<file path="src/rtl/sync_edge_pkg.sv">
// Shared constants for the multi-channel edge-filtering synchroniser.
// Edge-mode encodings, default parameters and the edge-select helper.
package sync_edge_pkg;

  localparam logic [1:0] EDGE_OFF  = 2'b00;
  localparam logic [1:0] EDGE_RISE = 2'b01;
  localparam logic [1:0] EDGE_FALL = 2'b10;
  localparam logic [1:0] EDGE_BOTH = 2'b11;

  localparam int DEF_CHANNELS      = 4;
  localparam int DEF_SYNC_STAGES   = 2;
  localparam int DEF_FILTER_CYCLES = 4;
  localparam int DEF_CNT_WIDTH     = 8;

  // rising=1 for a 0->1 level change, 0 for 1->0
  function automatic logic edge_hit(
    input logic [1:0] mode,
    input logic       rising
  );
    logic hit;
    hit = 1'b0;
    unique case (mode)
      EDGE_OFF:  hit = 1'b0;
      EDGE_RISE: hit = rising;
      EDGE_FALL: hit = ~rising;
      EDGE_BOTH: hit = 1'b1;
      default:   hit = 1'b0;
    endcase
    return hit;
  endfunction

endpackage

</file>
<file path="src/rtl/sync_edge_filter_if.sv">
// Bundle of per-channel inputs and filtered outputs.
// master: drives in/edge_mode/clear; slave: drives level/pulse/status/any_pulse.
interface sync_edge_filter_if
  import sync_edge_pkg::*;
#(
  parameter int CHANNELS = DEF_CHANNELS
);

  logic [CHANNELS-1:0]   in;
  logic [2*CHANNELS-1:0] edge_mode;
  logic [CHANNELS-1:0]   clear;
  logic [CHANNELS-1:0]   level;
  logic [CHANNELS-1:0]   pulse;
  logic [CHANNELS-1:0]   status;
  logic                  any_pulse;

  modport master (
    output in, edge_mode, clear,
    input  level, pulse, status, any_pulse
  );

  modport slave (
    input  in, edge_mode, clear,
    output level, pulse, status, any_pulse
  );

endinterface

</file>
<file path="src/rtl/sync_edge_ch.sv">
// One channel: bit synchroniser, stability filter, edge pulse, sticky flag.
// Ports: clk, reset_n, in, edge_mode[1:0], clear -> level, pulse, status.
module sync_edge_ch
  import sync_edge_pkg::*;
#(
  parameter int SYNC_STAGES   = DEF_SYNC_STAGES,
  parameter int FILTER_CYCLES = DEF_FILTER_CYCLES,
  parameter int CNT_WIDTH     = DEF_CNT_WIDTH
) (
  input  logic       clk,
  input  logic       reset_n,
  input  logic       in,
  input  logic [1:0] edge_mode,
  input  logic       clear,
  output logic       level,
  output logic       pulse,
  output logic       status
);

  localparam logic [CNT_WIDTH-1:0] CNT_LAST =
    CNT_WIDTH'(FILTER_CYCLES - 1);

  (* ASYNC_REG = "TRUE" *)
  logic [SYNC_STAGES-1:0] s;
  logic [CNT_WIDTH-1:0]   cnt;
  logic                   sync_out;

  assign sync_out = s[SYNC_STAGES-1];

  // s[0] is the metastability capture flop
  always_ff @(posedge clk or negedge reset_n) begin
    if (!reset_n) begin
      s <= '0;
    end else begin
      s <= {s[SYNC_STAGES-2:0], in};
    end
  end

  // level moves only after FILTER_CYCLES consecutive deviating samples
  always_ff @(posedge clk or negedge reset_n) begin
    if (!reset_n) begin
      cnt   <= '0;
      level <= 1'b0;
      pulse <= 1'b0;
    end else begin
      pulse <= 1'b0;
      if (sync_out == level) begin
        cnt <= '0;
      end else if (cnt == CNT_LAST) begin
        cnt   <= '0;
        level <= sync_out;
        pulse <= edge_hit(edge_mode, sync_out);
      end else begin
        cnt <= cnt + CNT_WIDTH'(1);
      end
    end
  end

  // set beats clear so a colliding event is never lost
  always_ff @(posedge clk or negedge reset_n) begin
    if (!reset_n) begin
      status <= 1'b0;
    end else if (pulse) begin
      status <= 1'b1;
    end else if (clear) begin
      status <= 1'b0;
    end
  end

endmodule

</file>
<file path="src/rtl/sync_edge_filter.sv">
// Multi-channel synchroniser with glitch filter and edge events.
// Ports: clk, reset_n, bus (slave: in/edge_mode/clear -> level/pulse/status/any_pulse).
module sync_edge_filter
  import sync_edge_pkg::*;
#(
  parameter int CHANNELS      = DEF_CHANNELS,
  parameter int SYNC_STAGES   = DEF_SYNC_STAGES,
  parameter int FILTER_CYCLES = DEF_FILTER_CYCLES,
  parameter int CNT_WIDTH     = DEF_CNT_WIDTH
) (
  input logic              clk,
  input logic              reset_n,
  sync_edge_filter_if.slave bus
);

  logic [CHANNELS-1:0] level_w;
  logic [CHANNELS-1:0] pulse_w;
  logic [CHANNELS-1:0] status_w;

  for (genvar i = 0; i < CHANNELS; i++) begin : g_ch
    sync_edge_ch #(
      .SYNC_STAGES  (SYNC_STAGES),
      .FILTER_CYCLES(FILTER_CYCLES),
      .CNT_WIDTH    (CNT_WIDTH)
    ) u_ch (
      .clk      (clk),
      .reset_n  (reset_n),
      .in       (bus.in[i]),
      .edge_mode(bus.edge_mode[2*i+1:2*i]),
      .clear    (bus.clear[i]),
      .level    (level_w[i]),
      .pulse    (pulse_w[i]),
      .status   (status_w[i])
    );
  end

  assign bus.level  = level_w;
  assign bus.pulse  = pulse_w;
  assign bus.status = status_w;

  always_ff @(posedge clk or negedge reset_n) begin
    if (!reset_n) begin
      bus.any_pulse <= 1'b0;
    end else begin
      bus.any_pulse <= |pulse_w;
    end
  end

endmodule

</file>
<file path="src/flat_wrapper.sv">
// flat-port wrapper written by rule: the top's interface ports become plain ports
module sync_edge_filter_flat import sync_edge_pkg::*;
#(
  parameter int CHANNELS      = DEF_CHANNELS,
  parameter int SYNC_STAGES   = DEF_SYNC_STAGES,
  parameter int FILTER_CYCLES = DEF_FILTER_CYCLES,
  parameter int CNT_WIDTH     = DEF_CNT_WIDTH
)
  (clk, reset_n, bus_in, bus_edge_mode, bus_clear, bus_level, bus_pulse, bus_status, bus_any_pulse);
  sync_edge_filter_if #(.CHANNELS(CHANNELS)) bus_i ();
  input logic clk;
  input logic reset_n;
  input wire logic [$bits(bus_i.in)-1:0] bus_in;
  input wire logic [$bits(bus_i.edge_mode)-1:0] bus_edge_mode;
  input wire logic [$bits(bus_i.clear)-1:0] bus_clear;
  output wire logic [$bits(bus_i.level)-1:0] bus_level;
  output wire logic [$bits(bus_i.pulse)-1:0] bus_pulse;
  output wire logic [$bits(bus_i.status)-1:0] bus_status;
  output wire logic [$bits(bus_i.any_pulse)-1:0] bus_any_pulse;
  assign bus_i.in = bus_in;
  assign bus_i.edge_mode = bus_edge_mode;
  assign bus_i.clear = bus_clear;
  assign bus_level = bus_i.level;
  assign bus_pulse = bus_i.pulse;
  assign bus_status = bus_i.status;
  assign bus_any_pulse = bus_i.any_pulse;
  sync_edge_filter #(.CHANNELS(CHANNELS), .SYNC_STAGES(SYNC_STAGES), .FILTER_CYCLES(FILTER_CYCLES), .CNT_WIDTH(CNT_WIDTH)) u_core (.clk(clk), .reset_n(reset_n), .bus(bus_i));
endmodule
</file>
<file path="config.mk">
export PLATFORM = sky130hd
export DESIGN_NAME = sync_edge_filter_flat
export DESIGN_NICKNAME = d
export VERILOG_FILES = /design/src/rtl/sync_edge_pkg.sv /design/src/rtl/sync_edge_filter_if.sv /design/src/rtl/sync_edge_ch.sv /design/src/rtl/sync_edge_filter.sv /design/src/flat_wrapper.sv
export SDC_FILE = /design/constraint.sdc
export NUM_CORES = 1
export LEC_CHECK = 0
export CAP_MARGIN = 20
export CORE_MARGIN = 3
export CORE_UTILIZATION = 58
export CTS_CLUSTER_DIAMETER = 120
export DETAILED_ROUTE_END_ITERATION = 6
export GPL_TIMING_DRIVEN = 0
export PLACE_DENSITY = 0.94
export SYNTH_ARGS = -nofsm -noshare
export SYNTH_HDL_FRONTEND = slang
export SYNTH_SLANG_ARGS = --single-unit
</file>
<file path="constraint.sdc">
create_clock -name clk -period 2.8 [get_ports clk]
set_clock_uncertainty 0.2 [all_clocks]
set_input_delay 0.42 -clock clk [delete_from_list [all_inputs] [get_ports clk]]
set_output_delay 0.42 -clock clk [all_outputs]
set_load 0.02 [all_outputs]
</file>
* Word level (Yosys, flattened, before mapping)
Cells that the tools add are included.
** Storage, ports and cells
- Flip-flop bits (word level) :: 53
- Bits of input ports :: 18
- Output and inout bits :: 13
- Word-level logic and storage cells :: 94
** Operators by class
- $add $sub $neg :: 4
- Eq/ne operators :: 20
- Muxes and demuxes :: 28
- Bitwise gates (word level) :: 8
- Reductions and logical operators :: 13
** Operators with widths (count)
- two-way mux 8 bit :: 8
- adder 8 x 1 -> 8 bit (second input constant) :: 4
- == test 8 x 2 -> 1 bit (second input constant) :: 4
- == test 2 bit (second input constant) :: 8
- two-way mux 1 bit :: 16
- one-hot mux 1 bit (4 select lines) :: 4
- == test 2 x 1 -> 1 bit (second input constant) :: 4
- logical NOT 2 bit :: 4
- NOT 1 bit :: 8
- AND reduction 2 bit :: 4
- nonzero test 2 bit :: 4
- == test 1 bit :: 4
- OR reduction 4 bit :: 1

* Depth between registers and ports, before layout
Gate-level depths: netlist of the first run.
- Word-level depth :: 4
- Gate-level depth with buffers :: 4
- Gate-level depth less buffers :: 4

* Hierarchy
From an unflattened synthesis of the first run, not the netlist that was laid out.
** Second synthesis, totals
- Cells, all modules :: 202
- Area, all modules :: 2274.7 um2
** By module, submodules not included
- sync_edge_ch :: instances 4, cells each 50, area an instance 560.5 um2, seq. area each 325.3 um2
- sync_edge_filter :: instances 1, cells each 2, area an instance 32.5 um2, seq. area each 25.0 um2

* Least setup slack after synthesis of the first run
OpenSTA, ideal clock, no wires.
- Path type :: reg2reg
- Start point :: register u_core.g_ch[0].u_ch.cnt[5]
- End point :: register u_core.g_ch[0].u_ch.level
- Setup time :: 0.128 ns
- Data arrival time :: 1.461 ns
- Required time :: 2.472 ns
- Slack :: 1.011 ns
- Stages on the path, launching flop included :: 4
- Path buffers :: 0
- Period minus slack after synthesis :: 1.789 ns
- Cell sequence :: dfrtp_1 or4_4 nor3_4 mux2_1
** Between the ends
- Longest elaborated chain between the ends :: 2
** RTL lines
- start: declaration :: RTL line sync_edge_ch.sv:25 : logic [CNT_WIDTH-1:0] cnt;
- start signal: assignment :: RTL line sync_edge_ch.sv:54 : cnt <= cnt + CNT_WIDTH'(1);
- == test 8 x 2 -> 1 bit :: RTL line sync_edge_ch.sv:49 : end else if (cnt == CNT_LAST) begin
- AND reduction 2 bit (no line)
- end signal: assignment :: RTL line sync_edge_ch.sv:51 : level <= sync_out;
- end: declaration :: RTL line sync_edge_ch.sv:15 : output logic level,
Every way passes these cells.
A chain may end at the register's enable or synchronous reset.

* Final worst setup path of the first run
- Start point :: register u_core.g_ch[0].u_ch.level
- End point :: output bus_level[0]
** RTL lines
- end: declaration :: RTL line flat_wrapper.sv:16 : output wire logic [$bits(bus_i.level)-1:0] bus_level;
No word-level cell between the ends.

==> summary.txt, run 1 <==
Logic synthesis
  • Warnings, synthesis: 0
  • Top_reg_cell synth: dfrtp_1
  • Largest cells by area after synthesis: dfrtp_1, xor2_1, buf_4, a21oi_1, or3_1
  • Mapped Cells: 213
  • Synth Register Bits: 53
  • EDFF count, synth: 0
  • Synth cell types: 31
  • Netlist Area Pre-Place: 2340 µm²
  • Largest area contributor in the netlist: dfrtp_1
  • Post-synthesis average cell area: 11.0 µm²
  • Post-synth top area share: 56.6%
  • Async S/R FF share, synth: 100%
  • Syn Nets: 235
  • Sequential share of the synthesized area: 56.6%
  • Most frequent cell after synthesis: dfrtp_1
  • Post-synth top cells: dfrtp_1, nor2_1, a21oi_1

Setup path
  • Crit Path Category: flop to output pin
  • R2R Path End: u_core.g_ch[0].u_ch.level
  • R2R Setup Slk: 0.93 ns
  • Worst setup SP type: flop
  • Reg2Reg Depth: 3
  • RR Startpoint: u_core.g_ch[0].u_ch.cnt[4]
  • CP Max Fanout: 6
  • Worst Path Required: 2.18 ns
  • CP Data Arrival Time: 1.50 ns
  • Worst setup EP type: output pin

Floorplan
  • Starting density of the core: 62.2%
  • Core box area: 3770 µm²
  • I/O pin total: 31
  • Die ar.: 4840 µm²
  • Die Ht: 69.6 µm
  • Cell Rows: 22
  • Die Wd: 69.6 µm

Clocking
  • Clk root buf: clkbuf_8
  • Post-CTS setup buffers: 0
  • Clock slew at the register clock pins of the worst setup and hold paths: 0.09 ns
  • CTS Hold Bufs: 1
  • CTS Buf Count: 5
  • Clk sinks: 53
  • Worst-skew pair later-pin latency: 0.31 ns
  • CTS tree: done
  • CTS resizes: 0
  • CTS HTree Levels: 2
  • Maximum root-to-sink buffer count: 2

Status
  • Run status: finished, final reports clean

Timing
  • Final Cycle Share: 75.8%
  • RSZ-0062 raised after global routing: no
  • Slew @ Worst Pin: 0.504 ns
  • Slew margin rel.: 66.4%
  • PnR worst setup slack: 0.679 ns
  • Hold Vio Cnt, Final: 0
  • F_max: 0.471 GHz
  • Setup TNS: 0 ns
  • Final setup violation count: 0
  • Minimum clock period: 2.12 ns
  • Final Max Slew Viols: 0

Worst hold path
  • Hold path depth: 0
  • WHS Endpoint: u_core.g_ch[3].u_ch.s[1]
  • Hold Path Origin: u_core.g_ch[3].u_ch.s[0]
  • Hold Path Class: flop to flop

Power
  • Worst VDD drop: 0.577 mV
  • PwrDens: 736 nW/µm²
  • Static Leak: 1.29 nW
  • Total power: 0.00209 W

GRT
  • Gr ovfl total: 0
  • First-pass GRT wire length: 7400 µm
  • Vias in the first global route: 1696
  • Global Route Usage Sum: 19.3%
  • Largest net degree at the start of global routing: 33
  • Initial antenna violation count: 0

Detailed routing
  • DR WL/cell: 14.0 µm
  • 1st-pass router iterations: 4
  • Detail Route Antenna Nets: 0
  • DRT iter0 DRCs: 121
  • Total wire length: 4220 µm
  • Vias: 1711
  • Via density: 5.68
  • DRC: 0

Layout
  • Layout cells sized above 1: 11.9%
  • Layout Cells excl Fill: 301
  • Layout Area Growth over Synthesis: 21.4%
  • Sequential Area: 1330 µm²
  • Multi-input logic area: 901 µm²
  • Final nets: 274
  • Fin util: 75.5%
  • Ant. Diodes: 0
  • FILL cells: 249

Place
  • GP Congestion: 0.850
  • Dpl cells: 292
  • I/O Buffers: 30
  • Pre-CTS setup slack: 0.945 ns
  • HPWL Detailed: 3200 µm

Run
  • Max_cap viols: 0
==> cell usage in the layout, fill, tap and decap left out <==
master | netlist | layout
buf_12 | 0 | 1
dlygate4sd3_1 | 0 | 1
nor3b_1 | 1 | 1
mux2_1 | 1 | 1
nand4_1 | 4 | 4
xnor2_1 | 5 | 5
nand2_1 | 12 | 12
nor4_1 | 1 | 1
and3_1 | 2 | 2
nand3_1 | 13 | 13
nor2_1 | 17 | 17
clkbuf_1 | 0 | 1
and2_1 | 1 | 1
a21oi_1 | 16 | 16
or3_1 | 12 | 12
buf_2 | 1 | 2
nand3b_1 | 7 | 7
nor3_4 | 1 | 1
nand2b_1 | 2 | 2
xor2_1 | 11 | 11
inv_1 | 6 | 6
nor3_1 | 2 | 2
o31ai_4 | 1 | 1
bufinv_16 | 0 | 1
or4_1 | 1 | 1
buf_4 | 12 | 12
o21ai_0 | 13 | 13
ha_1 | 4 | 4
clkbuf_8 | 0 | 6
clkdlybuf4s50_1 | 0 | 29
nor4b_1 | 2 | 2
a21bo_2 | 2 | 2
a21o_1 | 5 | 5
dfrtp_1 | 53 | 53
o21bai_1 | 1 | 1
mux2_2 | 3 | 3
or4_4 | 1 | 1
==> how the worst max path moves through the flow <==
| stage | start | to |
|---|---|---|
| floorplan | u_core.g_ch[0].u_ch.cnt[5] | u_core.g_ch[0].u_ch.level |
| global placement | reset_n | u_core.g_ch[2].u_ch.pulse |
| detailed placement | u_core.g_ch[0].u_ch.cnt[4] | u_core.g_ch[0].u_ch.level |
| CTS | u_core.g_ch[0].u_ch.level | bus_level[0] |
| global route | u_core.g_ch[0].u_ch.level | bus_level[0] |
| finish | u_core.g_ch[0].u_ch.level | bus_level[0] |
==> critical path, stage by stage (launching register included) <==
cell,delay [ns]
dfrtp_1,0.46
buf_4,0.15
clkdlybuf4s50_1,0.59
==> cell families after synthesis <==
kind of cell	after synthesis	share of synthesized area (%)
mux	4	1.92
buf+inv	19	5.02
flops	53	56.6
xor+xnor	16	5.98
compound gates	38	9.87
simple gates	79	18.5
fa+ha+maj	4	2.13
==> metrics by stage <==
step | area (µm²) | hold WS [ns]
final | 2850 | 0.150
after global routing | 2850 | 0.165
after CTS | 2850 | 0.158
after detailed placement | 2720 | 0.138
after global placement | 2710 | 0.131
after floorplan | 2340 | -0.0756
==> cell type report <==
class,instances,share of cell area [%]
Clock buffer,7,3.03
Timing Repair Buffer,32,11.4
Inverter,6,0.791
Multi-Input combinational cell,141,31.6
Sequential cell,53,46.6
Tap cell,48,2.11
Buffer,13,3.34
Clock inverter,1,1.05
==> where the power goes <==
group	switching (W)	leakage (nW)	internal, W	total (W)
sequential	0.000112	0.704	0.000872	0.000984
combinational	0.000279	0.526	0.000304	0.000583
clock	0.000235	0.0585	0.000291	0.000526
total	0.000627	1.29	0.00147	0.00209
==> metal layers <==
layer	GRT usage, %	up-vias	part of all wire, %
met2	33.1	52	53
met4	7.16	0	1.9
met5	0	-	0
met3	5.65	8	5.2
met1	23.1	843	40
li1	-	808	-
==> registers in the layout, indices dropped and copies added (netlist names) <==
name	flops
u_core.g_ch.u_ch.s	8
u_core.g_ch.u_ch.level	4
u_core.g_ch.u_ch.pulse	4
u_core.bus.any_pulse	1
u_core.g_ch.u_ch.cnt	32
u_core.g_ch.u_ch.status	4
(Power assumes the default switching activity.)
==> inputs of run 2 (changes only) <==
--- a/config.mk
+++ b/config.mk
@@ -7,11 +7,11 @@
 export LEC_CHECK = 0
 export CAP_MARGIN = 20
 export CORE_MARGIN = 3
-export CORE_UTILIZATION = 58
+export CORE_UTILIZATION = 49
 export CTS_CLUSTER_DIAMETER = 120
 export DETAILED_ROUTE_END_ITERATION = 6
 export GPL_TIMING_DRIVEN = 0
-export PLACE_DENSITY = 0.94
+export PLACE_DENSITY = 0.86
 export SYNTH_ARGS = -nofsm -noshare
 export SYNTH_HDL_FRONTEND = slang
 export SYNTH_SLANG_ARGS = --single-unit
==> constraint.sdc (replaced) <==
create_clock -name clk -period 1.73 [get_ports clk]
set_clock_uncertainty 0.2 [all_clocks]
set_input_delay 0.2595 -clock clk [delete_from_list [all_inputs] [get_ports clk]]
set_output_delay 0.2595 -clock clk [all_outputs]
set_load 0.02 [all_outputs]
==> run 2 against run 1 <==
Against the previous run:
- the run now ends with negative setup slack left
- non-clock buffer count rose by 3
- via count fell by 1.6%
- core utilization fell by 11 points
- sequential cell count did not move
- cell count rose by 2.3%
==> summary.txt, run 2 (synthesis gave the netlist of run 1 again) <==
Timing
  • Slew @ Worst Pin: 0.588 ns
  • Final setup violation count: 1
  • Final Cycle Share: 101%
  • RSZ-0062 raised after global routing: yes
  • PnR worst setup slack: -0.0145 ns
  • Hold Vio Cnt, Final: 0
  • Setup TNS: -0.0145 ns
  • Hold WS: 0.158 ns
  • F_max: 0.573 GHz
  • Final Max Slew Viols: 0
  • Slew margin rel.: 60.8%
  • Minimum clock period: 1.74 ns

Place
  • HPWL Detailed: 2900 µm
  • GP Congestion: 0.800
  • I/O Buffers: 30
  • Pre-CTS setup slack: -0.0477 ns

Floorplan
  • Cell Rows: 24
  • Core box area: 4470 µm²
  • Die ar.: 5650 µm²
  • I/O pin total: 31
  • Die Ht: 75.2 µm
  • Die Wd: 75.2 µm
  • Starting density of the core: 52.4%

Layout
  • Multi-input logic area: 937 µm²
  • Commonest non-fill, non-tap cell in the layout: dfrtp_1
  • Most frequent cells in the layout: dfrtp_1, nor2_1, a21oi_1, buf_4, clkdlybuf4s50_1
  • FILL cells: 323
  • Sequential Area: 1330 µm²
  • Ant. Diodes: 0
  • Layout cells sized above 1: 16.4%
  • Final nets: 277
  • Layout Area Growth over Synthesis: 23.8%
  • Largest regs: u_core.g_ch.u_ch.cnt (32), u_core.g_ch.u_ch.s (8)
  • Reg with most FFs: u_core.g_ch.u_ch.cnt
  • Largest register FFs: 32
  • Fin util: 64.9%

Detailed routing
  • Vias: 1683
  • Via density: 5.46
  • Length of routed met2 wiring: 2030 µm
  • 1st-pass router iterations: 4
  • DRT iter0 DRCs: 151
  • Met1 WL: 1810 µm
  • Total wire length: 4130 µm
  • Detail Route Antenna Nets: 0
  • DR WL/cell: 13.4 µm
  • Wire length on met3: 209 µm
  • DRC: 0
  • Highest routed layer: met4

Status
  • Run status: finished with violations
  • Failing checks: negative setup slack

Power
  • Worst VDD drop: 0.649 mV
  • PwrDens: 1170 nW/µm²
  • Static Leak: 1.38 nW

Setup path
  • R2R Setup Slk: -0.01 ns
  • Worst Path Required: 1.73 ns
  • CP max stage delay: 0.58 ns
  • CP Cell Sequence: or4_4, nor3_4, mux2_4
  • Worst setup SP type: flop
  • Crit Path Category: flop to flop
  • Worst path bufs/invs: 0
  • Worst setup EP type: flop
  • CP Data Arrival Time: 1.75 ns
  • Critical-path cell with the highest stage delay: or4_4
  • CP Max Fanout: 3
  • Delay-heaviest family, CP: simple AND/OR/NAND/NOR gates

GRT
  • Gr ovfl total: 0
  • Global Route Usage Sum: 16.5%
  • First-pass GRT wire length: 6950 µm
  • Vias in the first global route: 1601
  • Largest net degree at the start of global routing: 28
  • Initial antenna violation count: 0

Worst hold path
  • Hold Path Class: flop to flop

Clocking
  • Worst-skew pair later-pin latency: 0.31 ns
  • CTS Buf Count: 5
  • Clk root buf: clkbuf_8
  • Maximum root-to-sink buffer count: 2
  • CTS HTree Levels: 2
  • Clk sinks: 53
  • Clock slew at the register clock pins of the worst setup and hold paths: 0.09 ns
  • CTS tree: done

Run
  • Max_cap viols: 0
## run 2: power breakdown
group	switching [W]	internal [W]	leakage [nW]
registers	0.000187	0.00142	0.702
clock network	0.000395	0.000470	0.0574
logic	0.000453	0.000470	0.618
total	0.00104	0.00236	1.38
## run 2: per-layer routing
layer	GRT usage, %	vias up
met1	19.3	827
met5	0	-
met3	4.94	8
met2	27.8	37
met4	7.77	0
li1	-	811
## run 2: layout make-up
type	count	share of cell area, %
buffer	13	3.28
clock buffer	6	2.84
clock inverter	2	1.29
inverter	6	0.776
multi-input combinational	141	32.3
sequential	53	45.8
tap	52	2.24
timing repair buffer	35	11.5
## run 2: metrics by stage
step / instances / total power [W] / area, µm²
floorplan: 213 / 0.00223 / 2350
global placement: 295 / 0.00252 / 2710
detailed placement: 296 / 0.00257 / 2730
CTS: 306 / 0.00342 / 2860
global route: 308 / 0.00360 / 2900
finish: 308 / 0.00339 / 2900
## run 2: repair_timing
action | in CTS | in global routing
setup buffers | 1 | 2
endpoints found under the setup margin | 19 | 16
hold endpoints to repair | 26 | 0
hold buffers | 1 | 0
resized for setup | 14 | 6
gates cloned | 0 | 0
pin swaps | 1 | 2
## run 2: path summary, 6_finish.rpt
path,startpoint,to,depth (start not counted)
max reg2reg,u_core.g_ch[0].u_ch.cnt[4],u_core.g_ch[0].u_ch.level,3
max in group asynchronous,reset_n,u_core.g_ch[1].u_ch.cnt[0],3
max,u_core.g_ch[0].u_ch.cnt[4],u_core.g_ch[0].u_ch.level,3
min reg2reg,u_core.g_ch[3].u_ch.s[0],u_core.g_ch[3].u_ch.s[1],0
min,u_core.g_ch[3].u_ch.s[0],u_core.g_ch[3].u_ch.s[1],0
min in group asynchronous,reset_n,u_core.g_ch[3].u_ch.cnt[1],2
